## config.mk

```make
export PLATFORM = sky130hd
export DESIGN_NAME = seg_scan_ctrl
export DESIGN_NICKNAME = d
export VERILOG_FILES = /design/src/rtl/seg_scan_ctrl.sv
export SDC_FILE = /design/constraint.sdc
export NUM_CORES = 1
export LEC_CHECK = 0
export ABC_AREA = 1
export BUFFER_PORTS_ARGS = -buffer_cell sky130_fd_sc_hd__buf_4
export CAP_MARGIN = 5
export CORE_MARGIN = 3
export CORE_UTILIZATION = 36
export DETAILED_ROUTE_END_ITERATION = 12
export GPL_ROUTABILITY_DRIVEN = 0
export PLACE_DENSITY = 0.5
export SYNTH_ARGS = -nofsm -noshare
export SYNTH_HDL_FRONTEND = slang
export SYNTH_SLANG_ARGS = --single-unit
```

## constraint.sdc

```tcl
create_clock -name Clk -period 13.75 [get_ports Clk]
set_input_delay 0.6875 -clock Clk [delete_from_list [all_inputs] [get_ports Clk]]
set_output_delay 0.6875 -clock Clk [all_outputs]
set_load 0.05 [all_outputs]
```

## src/rtl/seg_scan_ctrl.sv

```systemverilog
// Multiplexed N-digit 7-segment scan controller with PWM brightness, blink,
// leading-zero suppression and frame-synchronous shadow loading.
module seg_scan_ctrl #(
    parameter int NUM_DIGITS  = 8,
    parameter int CLK_HZ      = 50000000,
    parameter int SCAN_HZ     = 1000,
    parameter int BLANK_CYC   = 16,
    parameter int BLINK_TICKS = 500,
    parameter bit SEG_ACT_LOW = 1'b1,
    parameter bit SEL_ACT_LOW = 1'b0
) (
    input  logic                      Clk,
    input  logic                      Reset,
    input  logic [4*NUM_DIGITS-1:0]   Disp_Data,
    input  logic [NUM_DIGITS-1:0]     Dp_Mask,
    input  logic [NUM_DIGITS-1:0]     Blink_Mask,
    input  logic                      Lz_En,
    input  logic [3:0]                Bright,
    input  logic                      Load,
    output logic [NUM_DIGITS-1:0]     SEL,
    output logic [7:0]                SEG,
    output logic                      Frame_Start
);

    localparam int DIV   = CLK_HZ / SCAN_HZ;
    localparam int CNT_W = (DIV > 1) ? $clog2(DIV) : 1;
    localparam int IDX_W = (NUM_DIGITS > 1) ? $clog2(NUM_DIGITS) : 1;
    localparam int BLK_W = (BLINK_TICKS > 1) ? $clog2(BLINK_TICKS) : 1;

    localparam logic [7:0]            SEG_OFF = SEG_ACT_LOW ? 8'hFF : 8'h00;
    localparam logic [NUM_DIGITS-1:0] SEL_OFF = SEL_ACT_LOW ? {NUM_DIGITS{1'b1}} : '0;

    // Active-low hex font; bit 7 (dp) is 1 here and replaced later.
    function automatic logic [7:0] hex_font(input logic [3:0] nib);
        logic [7:0] code;
        case (nib)
            4'h0: code = 8'hC0;
            4'h1: code = 8'hF9;
            4'h2: code = 8'hA4;
            4'h3: code = 8'hB0;
            4'h4: code = 8'h99;
            4'h5: code = 8'h92;
            4'h6: code = 8'h82;
            4'h7: code = 8'hF8;
            4'h8: code = 8'h80;
            4'h9: code = 8'h90;
            4'hA: code = 8'h88;
            4'hB: code = 8'h83;
            4'hC: code = 8'hC6;
            4'hD: code = 8'hA1;
            4'hE: code = 8'h86;
            default: code = 8'h8E;
        endcase
        return code;
    endfunction

    logic [CNT_W-1:0]        cnt_q, cnt_d;
    logic [IDX_W-1:0]        idx_q, idx_d;
    logic [BLK_W-1:0]        blk_cnt_q, blk_cnt_d;
    logic                    blink_ph_q, blink_ph_d;
    logic                    pend_q, pend_d;
    logic [4*NUM_DIGITS-1:0] sh_data_q;
    logic [NUM_DIGITS-1:0]   sh_dp_q, sh_blink_q;
    logic                    sh_lz_q;
    logic [3:0]              sh_bright_q;
    logic                    fs_pre_q;
    logic [NUM_DIGITS-1:0]   sel_q, sel_d;
    logic [7:0]              seg_q, seg_d;
    logic                    fs_q;

    logic                    tick, wrap, take;
    logic [NUM_DIGITS-1:0]   supp;
    logic                    zero_run;
    logic [3:0]              cur_nib;
    logic                    cur_dp, cur_blk, cur_sup;
    logic [7:0]              code;
    logic [31:0]             on_time, cnt_w;
    logic                    lit;
    logic [NUM_DIGITS-1:0]   sel_act;
    logic [7:0]              seg_act;

    always_comb begin
        tick = (cnt_q == CNT_W'(DIV - 1));
        wrap = tick && (idx_q == IDX_W'(NUM_DIGITS - 1));
        take = wrap && (pend_q || Load);

        cnt_d = tick ? '0 : cnt_q + CNT_W'(1);
        idx_d = idx_q;
        if (tick) idx_d = wrap ? '0 : idx_q + IDX_W'(1);

        blk_cnt_d  = blk_cnt_q;
        blink_ph_d = blink_ph_q;
        if (tick) begin
            if (blk_cnt_q == BLK_W'(BLINK_TICKS - 1)) begin
                blk_cnt_d  = '0;
                blink_ph_d = ~blink_ph_q;
            end else begin
                blk_cnt_d = blk_cnt_q + BLK_W'(1);
            end
        end

        // Load on the wrap tick itself is consumed immediately.
        pend_d = take ? 1'b0 : (pend_q | Load);
    end

    // A digit is suppressed when it and every digit above it is 0 with no dp.
    always_comb begin
        supp     = '0;
        zero_run = sh_lz_q;
        for (int i = NUM_DIGITS - 1; i >= 0; i--) begin
            zero_run = zero_run && (sh_data_q[4*i +: 4] == 4'h0) && !sh_dp_q[i];
            supp[i]  = (i != 0) && zero_run;
        end
    end

    always_comb begin
        cur_nib = '0;
        cur_dp  = 1'b0;
        cur_blk = 1'b0;
        cur_sup = 1'b0;
        for (int i = 0; i < NUM_DIGITS; i++) begin
            if (idx_q == IDX_W'(i)) begin
                cur_nib = sh_data_q[4*i +: 4];
                cur_dp  = sh_dp_q[i];
                cur_blk = sh_blink_q[i];
                cur_sup = supp[i];
            end
        end

        on_time = (32'(DIV - BLANK_CYC) * (32'(sh_bright_q) + 32'd1)) >> 4;
        cnt_w   = 32'(cnt_q);
        lit     = (cnt_w >= 32'(BLANK_CYC)) && ((cnt_w - 32'(BLANK_CYC)) < on_time);

        code    = hex_font(cur_nib);
        seg_act = {cur_dp, ~code[6:0]};
        sel_act = NUM_DIGITS'(1) << idx_q;
        if (cur_sup || (blink_ph_q && cur_blk)) seg_act = '0;
        if (!lit) begin
            seg_act = '0;
            sel_act = '0;
        end

        sel_d = SEL_ACT_LOW ? ~sel_act : sel_act;
        seg_d = SEG_ACT_LOW ? ~seg_act : seg_act;
    end

    // Output stage: one clock behind cnt/idx; Frame_Start delayed to match.
    always_ff @(posedge Clk or posedge Reset) begin
        if (Reset) begin
            cnt_q       <= '0;
            idx_q       <= '0;
            blk_cnt_q   <= '0;
            blink_ph_q  <= 1'b0;
            pend_q      <= 1'b0;
            sh_data_q   <= '0;
            sh_dp_q     <= '0;
            sh_blink_q  <= '0;
            sh_lz_q     <= 1'b0;
            sh_bright_q <= 4'hF;
            fs_pre_q    <= 1'b0;
            sel_q       <= SEL_OFF;
            seg_q       <= SEG_OFF;
            fs_q        <= 1'b0;
        end else begin
            cnt_q      <= cnt_d;
            idx_q      <= idx_d;
            blk_cnt_q  <= blk_cnt_d;
            blink_ph_q <= blink_ph_d;
            pend_q     <= pend_d;
            if (take) begin
                sh_data_q   <= Disp_Data;
                sh_dp_q     <= Dp_Mask;
                sh_blink_q  <= Blink_Mask;
                sh_lz_q     <= Lz_En;
                sh_bright_q <= Bright;
            end
            fs_pre_q <= wrap;
            sel_q    <= sel_d;
            seg_q    <= seg_d;
            fs_q     <= fs_pre_q;
        end
    end

    assign SEL         = sel_q;
    assign SEG         = seg_q;
    assign Frame_Start = fs_q;

endmodule

```

==> run summary, run 1 <==
Setup violations, final: 0
Initial Util: 37.3%
Layout cells sized above 1: 23.3%
Predominant post-synthesis flop cell: dfrtp_1
Status: finished, final reports clean
WP data required: 14020 ps
Ys Warns: 0
DIE AREA: 0.0199 sq mm
Final hold vios: 0
Post-synthesis simple-gate area fraction: 20.8%
Die extent in x: 141 um
Final worst setup slack: 8660 ps
Number of synthesized flops with an enable pin: 0
Synth Area in Adders: 11.5%
Core Util, Final: 43.0%
Reg area: 0.00254 sq mm
Largest family of logic cells by synthesized area: simple AND/OR/NAND/NOR gates
Maxcap violations: 0
Clock root buffer: clkbuf_16
Post-CTS setup buffers: 0
Clock sink count: 101
Antenna viol nets, final: 0
Compound-Gate Fraction of Synth Area: 6.10%
Setup TNS: 0 ps
DR vias: 4961
Hold Crit Start: fs_pre_q$_DFF_PP0_
CTS resizes: 0
Synth Area in XOR/XNOR: 3.60%
Final nets: 913
Boundary pin count: 73
Port Buf Inserts: 72
Slew Viols, Final: 0
CP dominant cell by count: ha_1
Total Routing Usage GR: 15.5%
Fmax: 196 MHz
Worst reg2reg setup slack: 8660 ps
Initial DRC count: 200
Clock buffer count from CTS: 9
Leading area contributor after synthesis: dfrtp_1
Min Tclk post-route: 5090 ps
Wirelength per Cell: 14.3 um
Crit path buf inv count: 1
Cell leakage power: 4.14 nW
DRT Wirelength: 14.7 mm
Initial antenna violation count: 1
Ant. Diodes: 0
Via density: 4.83
Reg-to-Reg Start: sh_bright_q[0]$_DFFE_PP1P_
Post-DP HPWL: 11.3 mm
HP Class: reg -> reg
Final period util: 37.0%
Multiplexer area fraction after synthesis: 11.9%
CORE AREA: 0.0176 sq mm
Critical path capture point type: register
Crit Path Category: reg -> reg
Worst-Margin Slew: 1090 ps
H-Tree Depth: 3
Worst EP arrival: 5360 ps
TritonCTS clock tree: yes
Post-synth top area share: 33.9%
Hold-fix buffers, CTS: 0
Non-Filler Instances: 1027
PwrDens: 74.8 mW/mm^2
CP Max Fanout: 9
Synthesis-to-layout area growth: 15.3%
Slew headroom: 27.6%
Crit-path slowest cell: dfstp_2
Clock skew: 6.23 ps
Part of the Yosys area used for sequential elements: 38.7%
Reg clk slew, reported paths: 70 ps
Detailed Routing Iterations Pass 1: 4
Max VDD drop: 0.0000596 V
Largest net degree at the start of global routing: 68
Die extent in y: 141 um
Delay-heaviest family, CP: adder cells
Drt drc: 0
CP max stage delay: 610 ps
Cells on worst reg2reg path: 20
Synth area leaders: dfrtp_1 (34%), mux2_4 (11%), ha_1 (11%)
Later-pin clock latency in the skew report: 350 ps
Crit path launch type: register
# fillers: 1738
Endpoint, Worst Hold: Frame_Start$_DFF_PP0_
Synth cell types: 46
DP Cell Count: 1011
Post-Synthesis Cells: 729
Syn_nets: 845
Total gr overflow: 0
Cells along the critical path: ha_1 > xor2_1 > ha_1 > ha_1 > ha_1 > inv_1 > fa_1 > o21ai_0 > nand4_1 > nand4_1 > a31oi_1 > xor2_1 > ha_1 > a21oi_1 > o21ai_0 > o21bai_1 > nand3_1 > nand2_2 > nor2_2 > nand2_1
Post-Syn Area per Cell: 9.01 sq um
Synthesized area: 0.00657 sq mm
Async SR Flop Fraction: 100%
Row count: 48
#FFs+latches synth: 101
Clock buffer depth: 2
R2r endpoint: SEG[2]$_DFF_PP1_
Pre-CTS setup slack: 8710 ps
Vias in the first global route: 5105
RSZ-0062 raised after global routing: no
First-pass GRT wire length: 24.9 mm
Hold path depth: 0
Area of the multi-input gates: 0.00354 sq mm
Total chip power: 0.566 mW
-- kinds of logic after synthesis --
family	count (synthesis)
AO/OA/AOI/OAI	71
XOR/XNOR	27
adder cells (fa/ha/maj)	60
buffers and inverters	113
flip-flops	101
multiplexers	53
AND/OR/NAND/NOR	304
-- registers in the layout, indices dropped and copies added (netlist names) --
signal       flops
sh_blink_q       8
sh_lz_q          1
pend_q           1
SEG              8
blink_ph_q       1
blk_cnt_q        9
sh_bright_q      4
Frame_Start      1
sh_data_q       32
cnt_q           16
SEL              8
idx_q            3
sh_dp_q          8
fs_pre_q         1
-- through the flow --
stage	area (sq um)	hold WS, ps
floorplan	6570	331
detailed placement	7280	343
finish	7570	351
CTS	7570	355
global placement	7280	336
global route	7570	371
-- worst register-to-register path: stages, from the launching register on --
cell and delay (ps):
dfstp_2 610, ha_1 220, xor2_1 340, ha_1 310, ha_1 270, ha_1 310
inv_1 60, fa_1 460, o21ai_0 420, nand4_1 150, nand4_1 150, a31oi_1 110
xor2_1 160, ha_1 310, a21oi_1 140, o21ai_0 90, o21bai_1 170, nand3_1 90
nand2_2 190, nor2_2 350, nand2_1 100
-- layout by cell type (no fill, tap or decap), types with 4 or more instances in the layout --
cell type	instances
nand2_1	153
dfrtp_1	89
inv_1	84
buf_4	73
ha_1	59
nor2_1	55
mux2_4	50
nand3_1	44
a21oi_1	26
o21ai_0	22
xor2_1	21
nor3_1	15
dfstp_2	12
inv_2	10
clkbuf_16	9
nor2_2	8
nand4_1	7
xnor2_1	6
o21ai_1	5
nor3_2	4
nor4_1	4
-- report_power, final --
part	leakage (nW)	switching [mW]	internal, mW
Combinational	2.65	0.00828	0.0103
Sequential	1.34	0.00000000000000000461	0.297
Clock	0.143	0.110	0.140
-- routing by layer --
layer  track usage (%)  vias up  share of wire (%)
li1                  -     2518                  -
met1              20.2     2341                 46
met2              25.9       85                 48
met3              3.32       15                4.1
met4              4.44        2                1.2
met5                 0        -               0.14
-- synth_stat cells, drive strengths merged (5+ instances only) --
cell type and instances:
nor2 63, or2 5, nor3 19, buf 14, a21oi 26, ha 59
nand4 7, o21ai 27, inv 95, dfstp 12, xnor2 6, nand2 156
dfrtp 89, nand3 46, mux2 53, xor2 21, nor4 5
-- area by class of cell --
type / instances / share of cell area (%)
repair buffers: 73 / 7.24
clock inverters: 7 / 0.859
flip-flops and latches: 101 / 33.6
clock buffers: 9 / 2.97
inverters: 97 / 4.84
well taps: 225 / 3.72
multi-input cells: 515 / 46.8
-- how the worst max path moves through the flow --
| stage | slack [ps] | to | startpoint | cells past startpoint |
|---|---|---|---|---|
| after global routing | 8350 | SEG[6]$_DFF_PP1_ | sh_bright_q[0]$_DFFE_PP1P_ | 20 |
| after global placement | 8840 | SEG[3]$_DFF_PP1_ | sh_bright_q[0]$_DFFE_PP1P_ | 20 |
| after CTS | 8690 | SEG[2]$_DFF_PP1_ | sh_bright_q[0]$_DFFE_PP1P_ | 20 |
| after detailed placement | 8710 | SEG[2]$_DFF_PP1_ | sh_bright_q[0]$_DFFE_PP1P_ | 20 |
| after floorplan | 9380 | SEG[0]$_DFF_PP1_ | sh_bright_q[0]$_DFFE_PP1P_ | 20 |
| final | 8660 | SEG[2]$_DFF_PP1_ | sh_bright_q[0]$_DFFE_PP1P_ | 20 |
(Power assumes the default switching activity.)
==> inputs of run 2 (changes only) <==
clock period = 5.2 ns   (was 13.75 ns; I/O delays follow)
==> run summary, run 2 (synthesis results as in run 1) <==
Status: finished, final reports clean
Drt drc: 0
Clock skew: 13.5 ps
PwrDens: 202 mW/mm^2
Fmax: 212 MHz
Comb pwr share: 3.2%
Port Buf Inserts: 72
Most common cell after layout, fill and taps aside: nand2_1
Max VDD drop: 0.000141 V
Crit Path Category: reg -> reg
Final hold vios: 0
Setup violations, final: 0
Largest registers: sh_data_q (32), cnt_q (16), blk_cnt_q (9)
Boundary pin count: 73
H-Tree Depth: 3
Largest net degree at the start of global routing: 61
DR vias: 4916
Worst reg2reg setup slack: 480 ps
HP Class: in -> reg
R2r endpoint: SEG[1]$_DFF_PP1_
Wirelength per Cell: 14.3 um
Sw frac: 20.6%
Initial DRC count: 181
Post-DP Area: 0.00729 sq mm
Cell leakage power: 4.17 nW
Maxcap violations: 0
Detailed Routing Iterations Pass 1: 4
Final period util: 90.8%
WP data required: 5460 ps
Crit-path slowest cell: dfstp_2
Total chip power: 1.54 mW
Final nets: 915
P_int: 1.23 mW
Commonest non-fill, non-tap cells in the layout: nand2_1 (153), dfrtp_1 (89), inv_1 (84)
RSZ-0062 raised after global routing: no
Biggest register: sh_data_q
First-pass GRT wire length: 25.0 mm
Vias in the first global route: 5194
Crit path launch type: register
Synthesis-to-layout area growth: 16.2%
Cells on worst reg2reg path: 20
Slew Viols, Final: 0
Die extent in x: 141 um
Max reg flops: 32
Slew headroom: 27.0%
DRT Wirelength: 14.8 mm
P_sw: 0.318 mW
Antenna viol nets, final: 0
Delay-heaviest family, CP: adder cells
Worst-Margin Slew: 1090 ps
Reg-to-Reg Start: sh_bright_q[0]$_DFFE_PP1P_
Worst EP arrival: 4980 ps
Setup TNS: 0 ps
Ant. Diodes: 0
Initial Util: 37.3%
Reg clk slew, reported paths: 70 ps
Clock sink count: 101
Layout cells sized above 1: 23.5%
Total gr overflow: 0
Hold Crit Start: Disp_Data[6]
Via density: 4.78
DIE AREA: 0.0199 sq mm
Levels on crit path: 20
Clock buffer depth: 2
Cells along the critical path: ha_1 > xor2_2 > ha_1 > ha_1 > ha_1 > inv_1 > fa_1 > o21ai_1 > nand4_1 > nand4_1 > a31oi_1 > xor2_1 > ha_1 > a21oi_1 > o21ai_0 > o21bai_1 > nand3_1 > nand2_2 > nor2_2 > nand2_1
CP max stage delay: 620 ps
Clock buffer count from CTS: 9
Hold path depth: 2
Row count: 48
Sequential share of power: 50.9%
Min Hold Slack: 134 ps
Clock root buffer: clkbuf_16
Post-DP HPWL: 11.5 mm
Final Cell Area: 0.00763 sq mm
Clk pwr share: 45.9%
CORE AREA: 0.0176 sq mm
Critical path capture point type: register
TritonCTS clock tree: yes
Die extent in y: 141 um
Later-pin clock latency in the skew report: 350 ps
Crit path buf inv count: 1
Min Tclk post-route: 4720 ps
CP dominant cell by count: ha_1
CP Max Fanout: 8
Endpoint, Worst Hold: sh_data_q[6]$_DFFE_PP0P_
Total Routing Usage GR: 15.4%
Initial antenna violation count: 0
[run 2: through the flow]
step	worst slack [ps]	utilization, %	instances
detailed placement	288	41.4	1012
CTS	254	43.3	1029
global placement	447	41.4	1012
global route	95.8	43.4	1029
floorplan	831	-	729
finish	479	43.4	1029
[run 2: area by class of cell]
| type | count | area, sq um |
|---|---|---|
| inverters | 97 | 367 |
| repair buffers | 75 | 566 |
| fillers | 1692 | 9970 |
| flip-flops and latches | 101 | 2540 |
| clock inverters | 2 | 17.5 |
| clock buffers | 14 | 307 |
| multi-input cells | 515 | 3550 |
| well taps | 225 | 282 |
[run 2: layer usage]
metal / track usage (%) / share of wire [%] / up-vias / wire (um)
met2: 25.8 / 48 / 70 / 7100
met3: 3.39 / 3.7 / 21 / 545
met5: 0 / 0 / - / 0
met4: 4.54 / 1.5 / 0 / 221
li1: - / - / 2524 / -
met1: 20.0 / 47 / 2301 / 6890
[run 2: repair_timing]
action,4_1_cts,5_1_grt
buffers inserted,0,0
hold buffers,1,0
gates resized for setup,0,2
setup endpoints to repair,0,8
hold endpoints to repair,29,0
[run 2: worst max path at each step]
stage | from | to | slack [ps]
2_1_floorplan | sh_bright_q[0]$_DFFE_PP1P_ | SEG[0]$_DFF_PP1_ | 830
3_3_place_gp | sh_bright_q[0]$_DFFE_PP1P_ | SEG[3]$_DFF_PP1_ | 450
3_5_place_dp | sh_bright_q[0]$_DFFE_PP1P_ | SEG[1]$_DFF_PP1_ | 290
4_1_cts | sh_bright_q[0]$_DFFE_PP1P_ | SEG[1]$_DFF_PP1_ | 250
5_1_grt | sh_bright_q[0]$_DFFE_PP1P_ | SEG[1]$_DFF_PP1_ | 100
6_report | sh_bright_q[0]$_DFFE_PP1P_ | SEG[1]$_DFF_PP1_ | 480
[run 2: power groups by stage]
stage	clock network [mW]	registers (mW)	logic [mW]
5_1_grt	0.765	0.785	0.0557
6_report	0.709	0.786	0.0497
2_1_floorplan	0	0.800	0.0123
4_1_cts	0.732	0.785	0.0519
3_5_place_dp	0	0.800	0.0513
3_3_place_gp	0	0.800	0.0505
==> inputs of run 3 (changes only) <==
CELL_PAD_IN_SITES_DETAIL_PLACEMENT = 1   (was unset)
CELL_PAD_IN_SITES_GLOBAL_PLACEMENT = 2   (was unset)
PLACE_DENSITY = 0.76   (was 0.5)
SLEW_MARGIN = 10   (was unset)
==> run summary, run 3 (synthesis results as in run 1) <==
# fillers: 2073
Boundary pin count: 73
CP Max Fanout: 9
Sequential share of power: 49.4%
Setup TNS: 0 ps
Cell leakage power: 4.15 nW
H-Tree Depth: 3
Crit-path slowest cell: dfstp_2
Commonest non-fill, non-tap cells in the layout: nand2_1 (153), dfrtp_1 (89), inv_1 (84)
Fmax: 213 MHz
Slew Viols, Final: 0
WP data required: 5480 ps
Final period util: 90.4%
Critical path capture point type: register
Ant. Diodes: 0
Layout cells sized above 1: 23.4%
Die extent in x: 141 um
Clk pwr share: 47.4%
Initial antenna violation count: 0
Worst EP arrival: 4980 ps
Pre-CTS setup slack: 161 ps
Clock sink count: 101
Clock buffer count from CTS: 9
Drt drc: 0
Wirelength per Cell: 16.1 um
Crit Path Category: reg -> reg
Total Routing Usage GR: 17.7%
Maxcap violations: 0
P_int: 1.25 mW
Reg clk slew, reported paths: 80 ps
TritonCTS clock tree: yes
Setup violations, final: 0
PwrDens: 209 mW/mm^2
Final worst setup slack: 498 ps
Min Tclk post-route: 4700 ps
Comb pwr share: 3.2%
CORE AREA: 0.0176 sq mm
Most common cell after layout, fill and taps aside: nand2_1
Reg area: 0.00254 sq mm
CTS resizes: 0
Port Buf Inserts: 72
Max VDD drop: 0.000149 V
Area of the multi-input gates: 0.00355 sq mm
Via density: 4.91
HP Class: in -> async
Detailed Routing Iterations Pass 1: 4
Initial DRC count: 144
Worst-Margin Slew: 1100 ps
Synthesis-to-layout area growth: 16.0%
Hold-fix buffers, CTS: 0
Post-DP Area: 0.00728 sq mm
P_sw: 0.340 mW
Clock buffer depth: 2
DRT Wirelength: 16.6 mm
DP Cell Count: 1011
Min Hold Slack: 13.9 ps
Final nets: 913
CP dominant cell by count: ha_1
Cells along the critical path: ha_1 > nand2_1 > nor2_1 > ha_1 > ha_1 > ha_1 > inv_1 > fa_1 > o21ai_1 > nand4_1 > nand4_1 > a31oi_1 > xor2_1 > ha_1 > a21oi_1 > o21ai_0 > o21bai_1 > nand3_1 > nand2_2 > nor2_4 > nand2_1
Clock skew: 10.8 ps
Post-CTS setup buffers: 0
Crit path launch type: register
Initial Util: 37.3%
Largest net degree at the start of global routing: 54
RSZ-0062 raised after global routing: no
CP max stage delay: 610 ps
First-pass GRT wire length: 28.3 mm
DIE AREA: 0.0199 sq mm
Biggest register: sh_data_q
Total chip power: 1.59 mW
Slew headroom: 26.6%
Final Cell Area: 0.00762 sq mm
Largest registers: sh_data_q (32), cnt_q (16), blk_cnt_q (9)
Post-DP HPWL: 13.0 mm
Antenna viol nets, final: 0
Row count: 48
Vias in the first global route: 5589
Non-Filler Instances: 1027
Final hold vios: 0
Later-pin clock latency in the skew report: 360 ps
Status: finished, final reports clean
Die extent in y: 141 um
DR vias: 5040
Clock root buffer: clkbuf_16
Core Util, Final: 43.3%
Total gr overflow: 0
Sw frac: 21.4%
Max reg flops: 32
==> run 3: cell count changes in the layout (fill, tap and decap cells not counted), sizes merged <==
| cell | change |
|---|---|
| buf | -1 |
| bufinv | +2 |
| dlygate4sd3 | -1 |
| clkbuf | -3 |
| clkinvlp | +1 |
==> run 3: power by group through the flow <==
| stage | Combinational (mW) | Clock [mW] | Sequential [mW] |
|---|---|---|---|
| finish | 0.0504 | 0.754 | 0.785 |
| detailed placement | 0.0527 | 0 | 0.800 |
| CTS | 0.0528 | 0.782 | 0.785 |
| global placement | 0.0506 | 0 | 0.800 |
| floorplan | 0.0123 | 0 | 0.800 |
| global route | 0.0566 | 0.810 | 0.785 |
==> run 3: worst paths after layout <==
path	cells past startpoint	slack [ps]	endpoint	start
setup / recovery	21	500	SEG[0]$_DFF_PP1_	sh_bright_q[0]$_DFFE_PP1P_
min in group Clk	2	130	sh_dp_q[6]$_DFFE_PP0P_	Dp_Mask[6]
hold reg to reg	0	350	Frame_Start$_DFF_PP0_	fs_pre_q$_DFF_PP0_
hold / removal	2	10	SEL[6]$_DFF_PP0_	Reset
setup reg to reg	21	500	SEG[0]$_DFF_PP1_	sh_bright_q[0]$_DFFE_PP1P_
max in group asynchronous	3	4020	idx_q[1]$_DFFE_PP0P_	Reset
==> run 3: per-layer routing <==
metal	routed length (um)	vias up	track usage, %
met4	200	0	5.35
met3	371	13	2.24
met5	0	-	0
met2	8230	56	30.4
li1	-	2508	-
met1	7770	2463	23.3
==> run 3: area by class of cell <==
cell class                      count  share of cell area [%]
Inverter                           97                    4.81
Clock inverter                      5                    1.07
Clock buffer                       11                    3.19
Timing Repair Buffer               73                    7.19
Tap cell                          225                    3.70
Multi-Input combinational cell    515                    46.7
Sequential cell                   101                    33.4
==> run 3: worst max-delay path: cells and delay by family, from the launching register on <==
family                     cells  cell delay (ps)
adders and majority gates      6             1870
AOI/OAI and AO/OA              5              810
xor gates and xnor gates       1              160
buffers and inverters          1               60
and+or+nand+nor                8             1120
DFF                            1              610
